$ cat config.mk
export PLATFORM = sky130hd
export DESIGN_NAME = adder_result_stage
export DESIGN_NICKNAME = d
export VERILOG_FILES = /design/src/rtl/adder_pkg.sv /design/src/rtl/adder_flags.sv /design/src/rtl/adder_result_stage.sv
export SDC_FILE = /design/constraint.sdc
export NUM_CORES = 1
export LEC_CHECK = 0
export ABC_AREA = 1
export CAP_MARGIN = 20
export CORE_UTILIZATION = 56
export DETAILED_ROUTE_END_ITERATION = 10
export HOLD_SLACK_MARGIN = 0.06
export PLACE_DENSITY_LB_ADDON = 0.1
export SYNTH_ARGS = -nofsm -noshare
export SYNTH_HDL_FRONTEND = slang
export SYNTH_HIERARCHICAL = 1
export SYNTH_SLANG_ARGS = --single-unit
$ cat constraint.sdc
create_clock -name clk -period 3.9 [get_ports clk]
set_input_delay 0.585 -clock clk [delete_from_list [all_inputs] [get_ports clk]]
set_output_delay 0.585 -clock clk [all_outputs]
set_load 0.1 [all_outputs]
$ cat src/rtl/adder_pkg.sv
// ============================================================================
// Module      : adder_pkg
// Description : Shared state encoding and result record for the adder
//               result stage.
// Revision    : 1.0 - initial release
// ============================================================================
`default_nettype none

package adder_pkg;

    localparam int DATA_W = 8;

    typedef enum logic [1:0] {
        EMPTY = 2'd0,
        BUSY  = 2'd1,
        FULL  = 2'd2
    } state_t;

    typedef struct packed {
        logic [DATA_W-1:0] sum;
        logic              cout;
        logic              zero;
        logic              neg;
        logic              ovf;
    } res_t;

endpackage : adder_pkg

`default_nettype wire

$ cat src/rtl/adder_flags.sv
// ============================================================================
// Module      : adder_flags
// Description : Combinational status-flag derivation for one adder result.
// Revision    : 1.0 - initial release
// ============================================================================
`default_nettype none

module adder_flags
    import adder_pkg::*;
(
    input  logic [DATA_W-1:0] i_sum,
    input  logic              i_cout,
    input  logic              i_a_msb,
    input  logic              i_b_msb,
    output res_t              o_res
);

    // Overflow: operands share a sign that the sum does not.
    always_comb begin
        o_res.sum  = i_sum;
        o_res.cout = i_cout;
        o_res.zero = (i_sum == '0);
        o_res.neg  = i_sum[DATA_W-1];
        o_res.ovf  = (i_a_msb == i_b_msb) && (i_sum[DATA_W-1] != i_a_msb);
    end

endmodule : adder_flags

`default_nettype wire

$ cat src/rtl/adder_result_stage.sv
// ============================================================================
// Module      : adder_result_stage
// Description : Registered result stage behind the adder: flag capture,
//               2-entry skid buffer, delivered-result counter, sticky carry.
// Revision    : 1.0 - initial release
// ============================================================================
`default_nettype none

module adder_result_stage
    import adder_pkg::*;
#(
    parameter int N  = DATA_W,
    parameter int CW = 16
) (
    input  logic          clk,
    input  logic          rst,
    input  logic          clr,
    input  logic          in_valid,
    output logic          in_ready,
    input  logic          a_msb,
    input  logic          b_msb,
    input  logic [N-1:0]  sum,
    input  logic          cout,
    output logic          out_valid,
    input  logic          out_ready,
    output logic [N-1:0]  out_sum,
    output logic          out_cout,
    output logic          out_zero,
    output logic          out_neg,
    output logic          out_ovf,
    output logic [CW-1:0] count,
    output logic          sticky_cout
);

    state_t        r_state;
    state_t        w_state_nxt;
    logic          r_in_ready;
    res_t          r_main;
    res_t          r_skid;
    res_t          w_res;
    logic [CW-1:0] r_count;
    logic          r_sticky;

    logic          w_accept;
    logic          w_xfer;
    logic          w_load_main;
    logic          w_load_skid;
    logic          w_main_from_skid;

    adder_flags u_flags (
        .i_sum   (sum),
        .i_cout  (cout),
        .i_a_msb (a_msb),
        .i_b_msb (b_msb),
        .o_res   (w_res)
    );

    assign w_accept = in_valid && r_in_ready;
    assign w_xfer   = (r_state != EMPTY) && out_ready;

    always_comb begin
        w_state_nxt      = r_state;
        w_load_main      = 1'b0;
        w_load_skid      = 1'b0;
        w_main_from_skid = 1'b0;
        case (r_state)
            EMPTY: begin
                if (w_accept) begin
                    w_load_main = 1'b1;
                    w_state_nxt = BUSY;
                end
            end
            BUSY: begin
                if (w_accept && w_xfer) begin
                    w_load_main = 1'b1;
                end else if (w_accept) begin
                    w_load_skid = 1'b1;
                    w_state_nxt = FULL;
                end else if (w_xfer) begin
                    w_state_nxt = EMPTY;
                end
            end
            FULL: begin
                if (w_xfer) begin
                    w_main_from_skid = 1'b1;
                    w_state_nxt      = BUSY;
                end
            end
            default: begin
                w_state_nxt = EMPTY;
            end
        endcase
    end

    always_ff @(posedge clk or negedge rst) begin
        if (!rst) begin
            r_state    <= EMPTY;
            r_in_ready <= 1'b1;
            r_main     <= '0;
            r_skid     <= '0;
            r_count    <= '0;
            r_sticky   <= 1'b0;
        end else begin
            r_state    <= w_state_nxt;
            // Registered ready: the stage can take a result unless the skid is occupied.
            r_in_ready <= (w_state_nxt != FULL);
            if (w_load_main) begin
                r_main <= w_res;
            end else if (w_main_from_skid) begin
                r_main <= r_skid;
            end
            if (w_load_skid) begin
                r_skid <= w_res;
            end
            if (clr) begin
                r_count <= '0;
            end else if (w_xfer) begin
                r_count <= r_count + 1'b1;
            end
            // A new carry event outranks a coincident clear.
            if (w_accept && cout) begin
                r_sticky <= 1'b1;
            end else if (clr) begin
                r_sticky <= 1'b0;
            end
        end
    end

    assign in_ready    = r_in_ready;
    assign out_valid   = (r_state != EMPTY);
    assign out_sum     = r_main.sum;
    assign out_cout    = r_main.cout;
    assign out_zero    = r_main.zero;
    assign out_neg     = r_main.neg;
    assign out_ovf     = r_main.ovf;
    assign count       = r_count;
    assign sticky_cout = r_sticky;

endmodule : adder_result_stage

`default_nettype wire

==> flow_metrics.tcl <==
set metrics [dict create \
    worst-path-buf-inv 2 \
    path_depth 3 \
    synthDistinctLibCells 31 \
    synth.avg_cell_area_um2 8.06 \
    worst_ep_arrival_time_ns 2.08 \
    global_placement_routability_congestion 0.836 \
    fin_setup_tns_ns 0 \
    delay_of_the_slowest_critical_path_stage_ns 1.14 \
    antenna_cell_count 0 \
    grt_pass1_vias 1875 \
    ys_seq_elements 44 \
    initial_utilization 0.590 \
    fraction_of_layout_cells_with_a_size_suffix_above_1 0.0909 \
    cp_slowest_cell "clkdlybuf4s50_1" \
    placeableCoreArea_um2 4030 \
    drt_pass1_iterations 4 \
    wire_per_inst_um 12.9 \
    crit_family "buffers and inverters" \
    outcome "complete, no violations" \
    timing.hold.worst.class "in -> async" \
    drv_cap 0 \
    grt_max_degree 45 \
    grtUsageTotal 0.244 \
    final.period_utilization 0.683 \
    post_synth_instance_area_um2 2380 \
    power-per-cell-area_nw_per_um2 678 \
    antenna_violations_before_repair 0 \
    worstPathCellList "inv_2 -> nand2_4 -> clkdlybuf4s50_1" \
    critical_path_launch_point_type "register" \
    period_needed_ns 2.66 \
    setup_viol 0 \
    max_slew.worst_pin.slew_ns 1.00 \
    mostFrequentLayoutCell "nand2_1" \
    critPathRequiredTime_ns 3.31 \
    power.leakage_nw 1.26 \
    layout.area.seq_um2 1100 \
    synth_flop_cell "dfrtp_1" \
    ctsRootBufferMaster "clkbuf_8" \
    row_count 23 \
    cp_max_fo 4 \
    slew_violations 0 \
    fmaxAchievable_mhz 375 \
    gr-total-overflow 0 \
    nNetsFinal 348 \
    insertion_delay_ns 0.29 \
    clk_pin_slew_ns 0.08 \
    ff2ff_setup_slack_ns 2.34 \
    ctsLongestPathBuffers 2 \
    worst_max_slew_margin_expressed_relative_to_the_limit 0.329 \
    die_w_um 67.2 \
    total_number_of_vias 1991 \
    timing_worst_setup_path_type "reg -> out" \
    fillerInstances 332 \
    yosysWarningCount 6 \
    highest_count_cells_in_the_layout_ignoring_fill_and_taps "nand2_1 (60), clkdlybuf4s50_1 (45), dfrtp_1 (43)" \
    hold_violations 0 \
    h-tree-depth 2 \
    grt_setup_unrepaired "no" \
    r2r_cells 5 \
    final_core_util 0.719 \
    worst_hold_slack_after_final_layout_ns 0.267 \
    area_used_by_multi_input_combinational_logic_um2 996 \
    cts_tree "done" \
    io_buffers 46 \
    floorplan.die_area_um2 4510 \
    cts.sinks 44 \
    layout_overhead_on_the_synthesized_area_pct 21.8 \
    synth_sequential_area_ratio 0.463 \
    synth_cells 295 \
    grt_pass1_wl_mm 8.09 \
    cts.repair.resized 0 \
    drt_wl_total_mm 4.91 \
    ir_drop_v 0.000479 \
    place_hpwl_mm 3.53 \
    dr.first_iter.drc_count 91 \
    worstSetupEndpointType "primary output" \
    cts_made_buffers 5 \
    synthArstFlopShare 1.00 \
    post-route-drc-count 0 \
    chipHeight_um 67.2 \
    drt-vias-per-instance 5.24 \
    postCtsHoldBufs 0 \
    syn_nets 312 \
    skew_ns 0.00955 \
    synth_enable_flop_cells 0 \
    report.power.total_mw 1.97 \
    post_cts_buffers 0 \
    top_level_ports 47 \
    drt.antenna.violating_nets 0 \
]
## layout make-up
| cell class | count | share of cell area |
|---|---|---|
| clock buffers | 5 | 0.0238 |
| inverters | 39 | 0.0505 |
| flip-flops and latches | 44 | 0.381 |
| multi-input cells | 193 | 0.344 |
| well taps | 50 | 0.0216 |
| repair buffers | 48 | 0.169 |
| clock inverters | 1 | 0.0104 |
## through the flow
step	setup WS, ns	std cells	cell area [um^2]
floorplan	1.90	295	2380
global placement	1.57	373	2770
detailed placement	1.55	373	2770
CTS	1.23	379	2870
global route	1.17	380	2900
finish	1.24	380	2900
## where the power goes
part	switching [mW]	leakage [nW]	internal [mW]
Combinational	0.744	0.641	0.231
Sequential	0.0760	0.573	0.582
Clock	0.148	0.0501	0.184
Total	0.968	1.26	0.997
## sequential cells by signal (all words and copies together) (netlist names)
| signal | flops |
|---|---|
| r_skid | 12 |
| sticky_cout | 1 |
| in_ready | 1 |
| r_state | 2 |
| out_neg | 1 |
| out_ovf | 1 |
| out_cout | 1 |
| out_zero | 1 |
| count | 16 |
| out_sum | 8 |
## metal layers
| metal | GRT usage | routed length, um | vias up |
|---|---|---|---|
| met5 | 0 | 0 | - |
| met4 | 0.0904 | 104 | 0 |
| met3 | 0.0574 | 217 | 11 |
| met2 | 0.435 | 2520 | 47 |
| met1 | 0.284 | 2080 | 919 |
| li1 | - | - | 1014 |
## Yosys cell counts (2+ instances only)
cell	number	area share
o21ai_0	13	0.027
nor2_1	34	0.054
nand3_2	2	0.0084
inv_2	2	0.0032
nor2_4	4	0.019
buf_4	11	0.035
nand2_1	60	0.095
inv_1	37	0.058
buf_2	5	0.011
o21ai_1	3	0.0063
nor3_1	5	0.011
o211ai_1	12	0.038
nor2_2	5	0.013
nand2_2	2	0.0053
a21oi_1	9	0.019
buf_6	2	0.0095
nand3_1	33	0.069
dfrtp_1	43	0.45
## final timing paths
kind                       startpoint    endpoint
setup / recovery           r_state[0]   out_valid
hold / removal                    rst    count[0]
setup reg to reg           r_state[1]  out_sum[4]
hold reg to reg             r_skid[8]   r_skid[8]
max in group asynchronous         rst    count[3]
min in group clk            r_skid[8]   r_skid[8]
## worst reg2reg max path: cells and delay by family (launching register included)
kind                   cells  cell delay [ns]
DFF                        1             0.42
AOI/OAI and AO/OA          1             0.10
buffers and inverters      1             0.09
and+or+nand+nor            3             0.81
## logic make-up (layout without fill, tap and decap cells)
logic type               count (synthesis)  in the layout  synth area share
AND/OR/NAND/NOR                        151            151             0.305
flip-flops                              44             44             0.463
XOR/XNOR                                 1              1           0.00368
adder cells (fa/ha/maj)                  1              1           0.00526
buffers and inverters                   58             93             0.118
AO/OA/AOI/OAI                           40             40             0.105
Note: power is estimated with default switching activity, not from simulation.
